## src/rtl/echo_player.sv

```systemverilog
// Echo playback engine: per audio tick, reads the dry sample plus two delayed
// taps from the sample buffer, mixes them with 1/2 and 1/4 gains, and saturates.
module echo_player #(
   parameter int ADDR_W = 16,
   parameter int TAP1   = 1500,
   parameter int TAP2   = 3000,
   parameter int RD_LAT = 2
) (
   input  logic                     clk_in,
   input  logic                     rst_in,
   input  logic                     play_in,
   input  logic                     loop_in,
   input  logic [ADDR_W-1:0]        length_in,
   input  logic                     audio_valid_in,
   output logic [ADDR_W-1:0]        rd_addr_out,
   input  logic signed [7:0]        rd_data_in,
   output logic signed [7:0]        sample_out,
   output logic                     sample_valid_out,
   output logic                     busy_out,
   output logic                     done_out
);
   localparam int CNT_W = $clog2(RD_LAT + 4);
   localparam logic [CNT_W-1:0] CAP_DRY = CNT_W'(RD_LAT);
   localparam logic [CNT_W-1:0] CAP_T1  = CNT_W'(RD_LAT + 1);
   localparam logic [CNT_W-1:0] CAP_T2  = CNT_W'(RD_LAT + 2);
   localparam logic [CNT_W-1:0] LAST_RD = CNT_W'(2);

   typedef enum logic [2:0] {S_IDLE, S_WAIT, S_ISSUE, S_DRAIN, S_OUT} state_t;

   state_t              state, state_nx;
   logic                play_q;
   logic [ADDR_W-1:0]   len, p;
   logic [CNT_W-1:0]    cnt;
   logic signed [7:0]   dry_q, tap1_q, tap2_d, half1, quart2, sat;
   logic signed [9:0]   mix;
   logic                start, last, tap1_ok, tap2_ok;

   assign start   = play_in && !play_q;
   assign last    = (p == len - 1'b1);
   assign tap1_ok = (p >= ADDR_W'(TAP1));
   assign tap2_ok = (p >= ADDR_W'(TAP2));

   // Taps that would reach before address 0 contribute silence, including after a loop wrap.
   assign tap2_d = tap2_ok ? rd_data_in : 8'sd0;
   assign half1  = tap1_q >>> 1;
   assign quart2 = tap2_d >>> 2;
   assign mix    = {{2{dry_q[7]}}, dry_q} + {{2{half1[7]}}, half1} + {{2{quart2[7]}}, quart2};

   always_comb begin
      if (mix > 10'sd127)
         sat = 8'sd127;
      else if (mix < -10'sd128)
         sat = -8'sd128;
      else
         sat = mix[7:0];
   end

   always_ff @(posedge clk_in or negedge rst_in) begin
      if (!rst_in)
         state <= S_IDLE;
      else
         state <= state_nx;
   end

   always_comb begin
      state_nx = state;
      busy_out = (state != S_IDLE);
      case (state)
         S_IDLE:  if (start && length_in != '0) state_nx = S_WAIT;
         S_WAIT:  if (audio_valid_in) state_nx = S_ISSUE;
         S_ISSUE: begin
            if (cnt == CAP_T2)
               state_nx = S_OUT;
            else if (cnt == LAST_RD)
               state_nx = S_DRAIN;
         end
         S_DRAIN: if (cnt == CAP_T2) state_nx = S_OUT;
         S_OUT:   state_nx = done_out ? S_IDLE : S_WAIT;
         default: state_nx = S_IDLE;
      endcase
      // Dropping play aborts from anywhere; the in-flight sample never reaches OUT.
      if (state != S_IDLE && !play_in)
         state_nx = S_IDLE;
   end

   always_ff @(posedge clk_in or negedge rst_in) begin
      if (!rst_in) begin
         play_q           <= 1'b0;
         len              <= '0;
         p                <= '0;
         cnt              <= '0;
         rd_addr_out      <= '0;
         dry_q            <= '0;
         tap1_q           <= '0;
         sample_out       <= '0;
         sample_valid_out <= 1'b0;
         done_out         <= 1'b0;
      end else begin
         play_q           <= play_in;
         sample_valid_out <= 1'b0;
         done_out         <= 1'b0;
         case (state)
            S_IDLE: begin
               if (state_nx == S_WAIT) begin
                  len <= length_in;
                  p   <= '0;
               end
            end
            S_WAIT: begin
               if (state_nx == S_ISSUE) begin
                  rd_addr_out <= p;
                  cnt         <= '0;
               end
            end
            S_ISSUE, S_DRAIN: begin
               cnt <= cnt + 1'b1;
               if (state == S_ISSUE && cnt == '0)
                  rd_addr_out <= p - ADDR_W'(TAP1);
               if (state == S_ISSUE && cnt == CNT_W'(1))
                  rd_addr_out <= p - ADDR_W'(TAP2);
               if (cnt == CAP_DRY)
                  dry_q <= rd_data_in;
               if (cnt == CAP_T1)
                  tap1_q <= tap1_ok ? rd_data_in : 8'sd0;
               if (state_nx == S_OUT) begin
                  sample_out       <= sat;
                  sample_valid_out <= 1'b1;
                  done_out         <= last && !loop_in;
               end
            end
            S_OUT: begin
               if (state_nx == S_WAIT)
                  p <= last ? '0 : p + 1'b1;
            end
            default: ;
         endcase
      end
   end
endmodule

```

## config.mk

```make
export PLATFORM = sky130hd
export DESIGN_NAME = echo_player
export DESIGN_NICKNAME = d
export VERILOG_FILES = /design/src/rtl/echo_player.sv
export SDC_FILE = /design/constraint.sdc
export NUM_CORES = 1
export LEC_CHECK = 0
export ABC_AREA = 1
export CAP_MARGIN = 15
export CORE_ASPECT_RATIO = 0.7
export CORE_MARGIN = 1
export CORE_UTILIZATION = 55
export DETAILED_ROUTE_END_ITERATION = 16
export PLACE_DENSITY = 0.77
export RECOVER_POWER = 25
export SLEW_MARGIN = 10
export SYNTH_ARGS = -nofsm -noshare
export SYNTH_HDL_FRONTEND = slang
export SYNTH_SLANG_ARGS = --single-unit
```

## constraint.sdc

```tcl
create_clock -name clk_in -period 8.08 [get_ports clk_in]
set_input_delay 1.616 -clock clk_in [delete_from_list [all_inputs] [get_ports clk_in]]
set_output_delay 1.616 -clock clk_in [all_outputs]
set_load 0.005 [all_outputs]
```

==> results of run 1 <==
cell type report:
| type | count | area, um2 | share of cell area |
|---|---|---|---|
| clock buffer | 12 | 236.5 | 0.03581 |
| multi-input combinational | 590 | 3211 | 0.4862 |
| timing repair buffer | 56 | 551.8 | 0.08355 |
| sequential | 80 | 2002 | 0.3031 |
| inverter | 105 | 399.1 | 0.06044 |
| tap | 128 | 160.2 | 0.02425 |
| clock inverter | 3 | 43.79 | 0.006631 |
metal layers:
layer,vias to the layer above,GRT usage,routed length [um]
met5,-,0,0
met4,0,0.05038,92
met3,9,0.05376,825
met2,166,0.4003,5754
met1,2410,0.4185,7292
li1,2636,-,-
power by group through the flow:
stage	Combinational [mW]	Clock, mW	Sequential, mW
6_report	1.34	0.398	0.667
3_5_place_dp	1.32	0	0.673
5_1_grt	1.52	0.421	0.692
3_3_place_gp	1.28	0	0.670
4_1_cts	1.33	0.406	0.669
2_1_floorplan	0.990	0	0.642
through the flow:
| step | worst slack (ps) | area (um2) |
|---|---|---|
| final | 2932 | 6604 |
| after global routing | 2052 | 6604 |
| after CTS | 3592 | 6608 |
| after detailed placement | 3264 | 6327 |
| after global placement | 3366 | 6327 |
| after floorplan | 4025 | 5778 |
state kept, by name (all words and copies together), names as in the netlist:
name              count
len                  16
p                    16
rd_addr_out          16
dry_q                 8
sample_out            8
tap1_q                7
cnt                   3
state                 3
done_out              1
play_q                1
sample_valid_out      1
worst reg2reg max path, delay by kind of cell (launching register included):
kind | cells | cell delay [ps]
adder cells (fa/ha/maj) | 3 | 1120
AND/OR/NAND/NOR | 8 | 1030
AO/OA/AOI/OAI | 5 | 1320
buffers and inverters | 1 | 70
flip-flops | 1 | 590
logic make-up after synthesis:
kind of cell / count (synthesis) / synth area share
flip-flops: 80 / 0.3465
buffers and inverters: 129 / 0.09788
XOR/XNOR: 28 / 0.04244
adder cells (fa/ha/maj): 28 / 0.07233
AO/OA/AOI/OAI: 98 / 0.09463
AND/OR/NAND/NOR: 436 / 0.3463
cell usage in the layout, fill, tap and decap left out, drive strengths merged, types with 2 or more instances in the layout:
cell type	instances
dfrtp	80
nor2	82
xnor2	10
or2	2
o22ai	2
nand2	246
ha	19
a221oi	2
a31oi	4
clkdlybuf4s50	45
clkinv	2
nor3	13
nand3b	2
clkbuf	13
o21a	3
nand3	71
dlygate4sd3	9
a21oi	24
inv	105
o21ai	58
nand4	16
xor2	18
fa	9
worst min-delay path by stage:
stage | cells past startpoint | end | slack [ps]
2_1_floorplan | 2 | rd_addr_out[4] | 470
3_3_place_gp | 2 | rd_addr_out[4] | 460
3_5_place_dp | 2 | rd_addr_out[15] | 470
4_1_cts | 2 | rd_addr_out[15] | 480
5_1_grt | 2 | rd_addr_out[8] | 510
6_report | 2 | rd_addr_out[15] | 470
==> impl_metrics.tcl, run 1 <==
set metrics [dict create \
    synth.avg_cell_area_um2 7.232 \
    vias 5221 \
    cp-endpoint "len[7]" \
    cts_setup_buffers 0 \
    dpl.cell_count 959 \
    cp-start-kind "primary input" \
    required_ps 7530 \
    r2r_start "p[5]" \
    crit_family "buffers and inverters" \
    fin_nets 899 \
    intPower_mw 1.286 \
    cts_made_buffers 9 \
    drv_cap 1 \
    hold_viol 0 \
    routed_via_density 5.360 \
    cts_tree "done" \
    antenna_found_initial 0 \
    wl_mm 13.96 \
    async_flop_share 1.000 \
    synth_area_leaders "dfrtp_1 (35%), nand2_1 (15%), inv_1 (6.4%)" \
    clock_path_buffers 2 \
    min_from "rd_addr_out[15]" \
    outcome "finished with violations" \
    critPathKind "in2async" \
    synth_top_area_cell "dfrtp_1" \
    ys_top_cells_by_count "nand2_1 (224), inv_1 (98), dfrtp_1 (80), nor2_1 (72), nand3_1 (60)" \
    post-dp-hpwl_mm 10.68 \
    endpoint_kind "async pin" \
    fin_cells 974 \
    wl_per_cell_um 14.34 \
    initial_core_util 0.5809 \
    ant_nets 0 \
    cp_max_fo 80 \
    relSlewSlack -1.828 \
    fill_cells 854 \
    path_buf_inv 1 \
    io_pins 56 \
    syn_inst 799 \
    ys.flop_type "dfrtp_1" \
    grt_pass1_vias 4829 \
    crit_path_max_incr_delay_ps 2930 \
    power.density_mw_per_mm2 364.3 \
    hold_path_class "reg2reg" \
    p_sw_frac 0.4654 \
    drt_pass1_iterations 5 \
    total_power_mw 2.406 \
    cts_resized 0 \
    power_frac_seq 0.277 \
    ys_seq_area_frac 0.3465 \
    fin_crit_ps 5148 \
    rsz0062_at_grt "no" \
    drcViolationCount 0 \
    grtUsageTotal 0.2731 \
    clock_latency_ps 340 \
    hold_buffers 0 \
    synth_cell_types 46 \
    drt_iter0_markers 374 \
    whs_ps 474.0 \
    violations "capacitance limit, slew limit" \
    cp_cell_sequence "clkbuf_1" \
    reg2regPathDepth 17 \
    ir_drop_uv 302.3 \
    final_util 0.6639 \
    overflow 0 \
    layout-drive-gt1-share 0.08511 \
    power_frac_comb 0.557 \
    num_antenna_cells 0 \
    syn2layout_area_growth_pct 14.29 \
    p_clk_frac 0.165 \
    synth_edf_count 0 \
    synth_area_mm2 0.005778 \
    cp_num_cells 1 \
    clk_pin_slew_worst_paths_ps 60 \
    worst_pin_slew_ps 4241 \
    finalClockSkew_ps 6.371 \
    critPathLaunch "rst_in" \
    portBuffers 55 \
    cts_root_buf "clkbuf_16" \
    leakagePower_nw 3.202 \
    gp_congestion 0.9002 \
    r2r_end "sample_out[1]" \
    arrival_ps 4600 \
    setup_viol 0 \
    synth_seq_cells 80 \
    rrSetupSlack_ps 3810 \
    grt_max_degree 81 \
    fmax_ghz 0.1942 \
    fin_crit_sh 0.6372 \
    grt_first_pass_wirelength_mm 23.83 \
    dieArea_mm2 0.01093 \
    yosysWarnings 0 \
    yosysMostFrequentCell "nand2_1" \
    die_w_um 124.5 \
    syn_nets 856 \
    drv_slew 81 \
    fp.dieH_um 87.76 \
    slowest_stage "clkbuf_1" \
    final.setup.tns_ps 0 \
    core_area_mm2 0.009947 \
    rows 30 \
    htree_levels 3 \
    cts.sinks 80 \
    switchingPower_mw 1.120 \
    synth_top_area_share 0.3465 \
]
Note: power is estimated with default switching activity, not from simulation.
==> run 2: changes to the inputs <==
--- a/config.mk
+++ b/config.mk
@@ -9,9 +9,9 @@
 export CAP_MARGIN = 15
 export CORE_ASPECT_RATIO = 0.7
 export CORE_MARGIN = 1
-export CORE_UTILIZATION = 55
+export CORE_UTILIZATION = 53
 export DETAILED_ROUTE_END_ITERATION = 16
-export PLACE_DENSITY = 0.77
+export PLACE_DENSITY = 0.78
 export RECOVER_POWER = 25
 export SLEW_MARGIN = 10
 export SYNTH_ARGS = -nofsm -noshare
==> constraint.sdc (replaced) <==
create_clock -name clk_in -period 4.33 [get_ports clk_in]
set_input_delay 0.866 -clock clk_in [delete_from_list [all_inputs] [get_ports clk_in]]
set_output_delay 0.866 -clock clk_in [all_outputs]
set_load 0.005 [all_outputs]
==> run 2 against run 1 <==
  * The flow still finishes with violations (capacitance limit, slew limit)
  * Clock skew up 3.6 ps
  * Sequential power up 87%
  * Global-route usage about the same
  * Cell area up 0.95%
  * Register-to-register slack worse by 3500 ps
  * Critical path depth up 16
  * Core utilization down 2.7 points
  * Worst setup slack worse by 2600 ps
==> impl_metrics.tcl, run 2 (synthesized netlist as in run 1, its figures left out) <==
set metrics [dict create \
    gp_congestion 0.9286 \
    drt_pass1_iterations 5 \
    endpoint_kind "register" \
    initial_core_util 0.5517 \
    syn2layout_area_growth_pct 15.37 \
    dpl.cell_count 970 \
    top_regs "len: 16 flops, p: 16 flops, rd_addr_out: 16 flops" \
    antenna_found_initial 0 \
    rsz0062_at_grt "no" \
    grtUsageTotal 0.2730 \
    portBuffers 55 \
    cp_cell_sequence "nand3_1 -> o21ai_1 -> o21a_1 -> nor3_2 -> or2_2 -> fa_1 -> inv_1 -> ha_1 -> fa_1 -> nand3_1 -> nand2_1 -> a21oi_1 -> nand2_1 -> nand2_1 -> nand2_1 -> a21boi_1 -> a21oi_1" \
    overflow 0 \
    routed_via_density 5.423 \
    crit_top_cell "nand2_1" \
    outcome "finished with violations" \
    cts_setup_buffers 0 \
    clk_pin_slew_worst_paths_ps 70 \
    ant_nets 0 \
    die_w_um 126.8 \
    relSlewSlack -0.3253 \
    grt_first_pass_wirelength_mm 23.99 \
    critPathLaunch "p[4]" \
    setup_viol 0 \
    ir_drop_uv 480.1 \
    num_antenna_cells 0 \
    whs_ps 479.9 \
    cp_max_fo 9 \
    post-dp-hpwl_mm 11.06 \
    total_power_mw 4.514 \
    fin_nets 906 \
    io_pins 56 \
    htree_levels 3 \
    fin_crit_ps 4011 \
    wl_per_cell_um 14.63 \
    final_common_cell "nand2_1" \
    r2r_start "p[4]" \
    wl_mm 14.41 \
    hold_viol 0 \
    drv_cap 1 \
    power.density_mw_per_mm2 677.1 \
    min_from "rd_addr_out[8]" \
    leakagePower_nw 3.238 \
    final.setup.tns_ps 0 \
    final_cell_mix "nand2_1 (224), inv_1 (98), dfrtp_1 (80)" \
    fin_crit_sh 0.9264 \
    crit_path_max_incr_delay_ps 500 \
    cts_tree "done" \
    worst_pin_slew_ps 1988 \
    grt_pass1_vias 4922 \
    hold_path_class "reg2reg" \
    grt_max_degree 81 \
    core_area_mm2 0.01047 \
    dieArea_mm2 0.01133 \
    hold_depth 2 \
    drv_slew 81 \
    required_ps 4540 \
    cts_root_buf "clkbuf_16" \
    slowest_stage "dfrtp_1" \
    violations "capacitance limit, slew limit" \
    cp-start-kind "register" \
    clock_latency_ps 340 \
    vias 5342 \
    arrival_ps 4230 \
    fmax_ghz 0.2493 \
    cts_made_buffers 9 \
    finalClockSkew_ps 9.959 \
    layout-drive-gt1-share 0.09730 \
    drt_iter0_markers 377 \
    fin_cells 985 \
    rows 31 \
    reg2regPathDepth 17 \
    clock_path_buffers 2 \
    fp.dieH_um 89.36 \
    drcViolationCount 0 \
    cts.sinks 80 \
    critPathKind "reg2reg" \
]
==> run 2: changes by cell type in the layout (fill, tap and decap cells not counted), moves of 2 or more <==
cell             change
clkbuf_1             -4
dlygate4sd3_1        -8
clkdlybuf4s50_1      +8
clkinvlp_4           +2
buf_4                +7
clkbuf_8             +2
==> run 2: path summary, 6_finish.rpt <==
| check | end | slack [ps] |
|---|---|---|
| max | sample_out[1] | 320 |
| min | rd_addr_out[8] | 480 |
| max reg2reg | sample_out[1] | 320 |
| min reg2reg | rd_addr_out[8] | 480 |
| max in group asynchronous | len[2] | 2060 |
| min in group asynchronous | cnt[1] | 1070 |
==> run 2: final cells by class <==
cell class                 count  area (um2)
inverter                     105       399.1
timing repair buffer          63       605.6
fill                         951        3806
sequential                    80        2002
clock buffer                  11       252.7
clock inverter                 4       28.78
tap                          132       165.2
multi-input combinational    590        3213
==> run 2: report_power, final <==
part	switching, mW	internal (mW)	total, mW	leakage (nW)
clock	0.315	0.418	0.733	0.134
combinational	1.57	0.956	2.53	2.09
sequential	0.256	0.996	1.25	1.02
==> run 2: worst max-delay path, delay by kind of cell, from the launching register on <==
kind / cells / cell delay, ps
AO/OA/AOI/OAI: 5 / 1200
adder cells (fa/ha/maj): 3 / 1120
AND/OR/NAND/NOR: 8 / 1000
flip-flops: 1 / 500
buffers and inverters: 1 / 50
==> run 2: stage by stage <==
| stage | area, um2 | setup slack, ps | utilization |
|---|---|---|---|
| after floorplan | 5778 | 756.8 | - |
| after global placement | 6385 | 365.3 | 0.6097 |
| after detailed placement | 6385 | 147.7 | 0.6097 |
| after CTS | 6666 | 135.5 | 0.6366 |
| after global routing | 6666 | 52.53 | 0.6366 |
| final | 6666 | 318.7 | 0.6366 |
==> run 2: per-layer routing <==
layer  vias up  GRT usage  part of all wire
li1       2641          -                 -
met1      2460     0.3936              0.50
met2       218     0.4033              0.40
met3        23    0.06882             0.076
met4         0    0.08333             0.016
met5         -   0.008403                 0
==> run 2: timing repair <==
action,CTS,global route
endpoints found under the setup margin,0,7
hold buffers,0,0
gates resized for setup,0,2
==> run 3: changes to the inputs <==
--- a/config.mk
+++ b/config.mk
@@ -7,11 +7,13 @@
 export LEC_CHECK = 0
 export ABC_AREA = 1
 export CAP_MARGIN = 15
+export CELL_PAD_IN_SITES_DETAIL_PLACEMENT = 1
+export CELL_PAD_IN_SITES_GLOBAL_PLACEMENT = 1
 export CORE_ASPECT_RATIO = 0.7
 export CORE_MARGIN = 1
-export CORE_UTILIZATION = 53
+export CORE_UTILIZATION = 38
 export DETAILED_ROUTE_END_ITERATION = 16
-export PLACE_DENSITY = 0.78
+export PLACE_DENSITY_LB_ADDON = 0.1
 export RECOVER_POWER = 25
 export SLEW_MARGIN = 10
 export SYNTH_ARGS = -nofsm -noshare
==> run 3 against run 2 <==
  * The run still ends with capacitance limit, slew limit left
  * Largest cell class unchanged
  * Worst setup slack gained 71 ps
  * Global-route usage shrank 4.3 points
  * Critical path type unchanged
  * Final cell count grew 7.0%
  * Critical path depth grew 3
  * Via count shrank 0.75%
  * Fmax grew 1.8%
  * Sequential share of layout area shrank 0.48 points
  * Cell area grew 1.6%
  * Routed wire length grew 16%
  * First-iteration DRC count shrank 27%
  * Power grew 1.7%
  * Flip-flop and latch count is the same
==> impl_metrics.tcl, run 3 (synthesized netlist as in run 1, its figures left out) <==
set metrics [dict create \
    cts_tree "done" \
    drv_slew 60 \
    fin_crit_ps 3940 \
    ir_drop_uv 313.7 \
    core_area_mm2 0.01477 \
    fin_cells 1054 \
    overflow 0 \
    portBuffers 55 \
    highest_layer "met4" \
    dpl.cell_count 1037 \
    reg2regPathDepth 20 \
    ant_nets 0 \
    cts_made_buffers 9 \
    gp_congestion 0.8704 \
    cts_root_buf "clkbuf_16" \
    rsz0062_at_grt "no" \
    dieArea_mm2 0.01571 \
    cp-start-kind "register" \
    critPathLaunch "p[1]" \
    fin_crit_sh 0.9099 \
    grt_max_degree 81 \
    setup_viol 0 \
    final_util 0.4587 \
    cts.sinks 80 \
    power.density_mw_per_mm2 677.9 \
    wl_met1_mm 9.239 \
    wl_met3_um 521 \
    io_pins 56 \
    hold_viol 0 \
    relSlewSlack -0.02907 \
    final.setup.tns_ps 0 \
    r2r_start "p[1]" \
    total_power_mw 4.592 \
    hold_depth 2 \
    post-dp-hpwl_mm 13.02 \
    clock_path_buffers 2 \
    wl_met2_mm 6.768 \
    cp_max_fo 6 \
    drt_iter0_markers 277 \
    initial_core_util 0.3913 \
    grt_pass1_vias 5444 \
    top_regs "len: 16 flops, p: 16 flops, rd_addr_out: 16 flops" \
    grtUsageTotal 0.2300 \
    outcome "finished with violations" \
    rrSetupSlack_ps 390 \
    cp-endpoint "sample_out[5]" \
    arrival_ps 4170 \
    cp_cell_sequence "inv_1 -> ha_1 -> nand2_1 -> nor4_1 -> o21a_1 -> nor3_1 -> buf_4 -> or2_2 -> fa_1 -> inv_1 -> ha_1 -> fa_1 -> nand3_1 -> nand2_1 -> a21oi_1 -> nand2_1 -> nand2_1 -> nand2_1 -> a21boi_2 -> a21oi_1" \
    fill_cells 1890 \
    routed_via_density 5.030 \
    fin_nets 911 \
    rows 37 \
    drcViolationCount 0 \
    wl_mm 16.73 \
    violations "capacitance limit, slew limit" \
    htree_levels 3 \
    syn2layout_area_growth_pct 17.24 \
    crit_path_max_incr_delay_ps 500 \
    whs_ps 476.9 \
    finalClockSkew_ps 5.288 \
    hold_buffers 0 \
    grt_first_pass_wirelength_mm 28.04 \
    min_from "rd_addr_out[8]" \
    num_antenna_cells 0 \
    worst_pin_slew_ps 1544 \
    vias 5302 \
    r2r_end "sample_out[5]" \
    drv_cap 1 \
    layout-drive-gt1-share 0.1024 \
    required_ps 4560 \
    critPathKind "reg2reg" \
    drt_pass1_iterations 5 \
    clk_pin_slew_worst_paths_ps 60 \
    slowest_stage "fa_1" \
    endpoint_kind "register" \
    clock_latency_ps 350 \
    final_common_cell "nand2_1" \
    hold_path_class "reg2reg" \
    crit_top_cell "nand2_1" \
    die_w_um 149.4 \
    fmax_ghz 0.2538 \
    wl_per_cell_um 15.87 \
    leakagePower_nw 3.253 \
    fp.dieH_um 105.2 \
    final_cell_mix "nand2_1 (224), inv_1 (98), dfrtp_1 (80)" \
    antenna_found_initial 0 \
]
==> run 3: cell count changes in the layout (fill, tap and decap cells not counted), sizes merged <==
cell and change:
clkinvlp +1, buf +4, clkinv +1, dlygate4sd3 -1
clkdlybuf4s50 +1, inv -1, clkbuf +1
==> run 3: worst min-delay path by stage <==
stage | to | slack [ps]
after floorplan | rd_addr_out[4] | 470
after global placement | rd_addr_out[4] | 460
after detailed placement | rd_addr_out[8] | 470
after CTS | rd_addr_out[8] | 480
after global routing | rd_addr_out[9] | 520
final | rd_addr_out[8] | 480
==> run 3: critical path: cells and delay by family, from the launching register on <==
| family | cells | cell delay, ps |
|---|---|---|
| flops | 1 | 430 |
| fa+ha+maj | 4 | 1280 |
| simple gates | 9 | 1070 |
| buf+inv | 3 | 330 |
| compound gates | 4 | 710 |
==> run 3: report_power, final <==
group | internal [mW] | leakage (nW) | switching [mW]
clock | 0.402 | 0.128 | 0.329
combinational | 0.965 | 2.11 | 1.64
sequential | 0.996 | 1.02 | 0.263
total | 2.36 | 3.25 | 2.23
==> run 3: what timing repair did <==
| item | 4_1_cts | 5_1_grt |
|---|---|---|
| setup endpoints to repair | 0 | 5 |
| setup buffers | 0 | 0 |
| resized for setup | 0 | 1 |
==> run 3: area by class of cell <==
type                       count  area, um2  area share
inverter                     105      399.1     0.05892
timing repair buffer          68      639.4     0.09438
tap                          195      244.0     0.03602
clock inverter                 5      32.53    0.004802
clock buffer                  11      242.7     0.03583
sequential                    80       2002      0.2955
multi-input combinational    590       3214      0.4745
==> run 3: routing by layer <==
| metal | vias up | global-route usage |
|---|---|---|
| met5 | - | 0 |
| met4 | 0 | 0.06414 |
| met3 | 16 | 0.03362 |
| met2 | 88 | 0.3280 |
| met1 | 2542 | 0.3536 |
| li1 | 2656 | - |
==> run 3: metrics by stage <==
step,setup slack (ps),instance area [um2]
3_5_place_dp,163.7,6494
4_1_cts,226.8,6769
2_1_floorplan,756.8,5778
3_3_place_gp,293.4,6494
5_1_grt,89.12,6774
6_report,390.1,6774
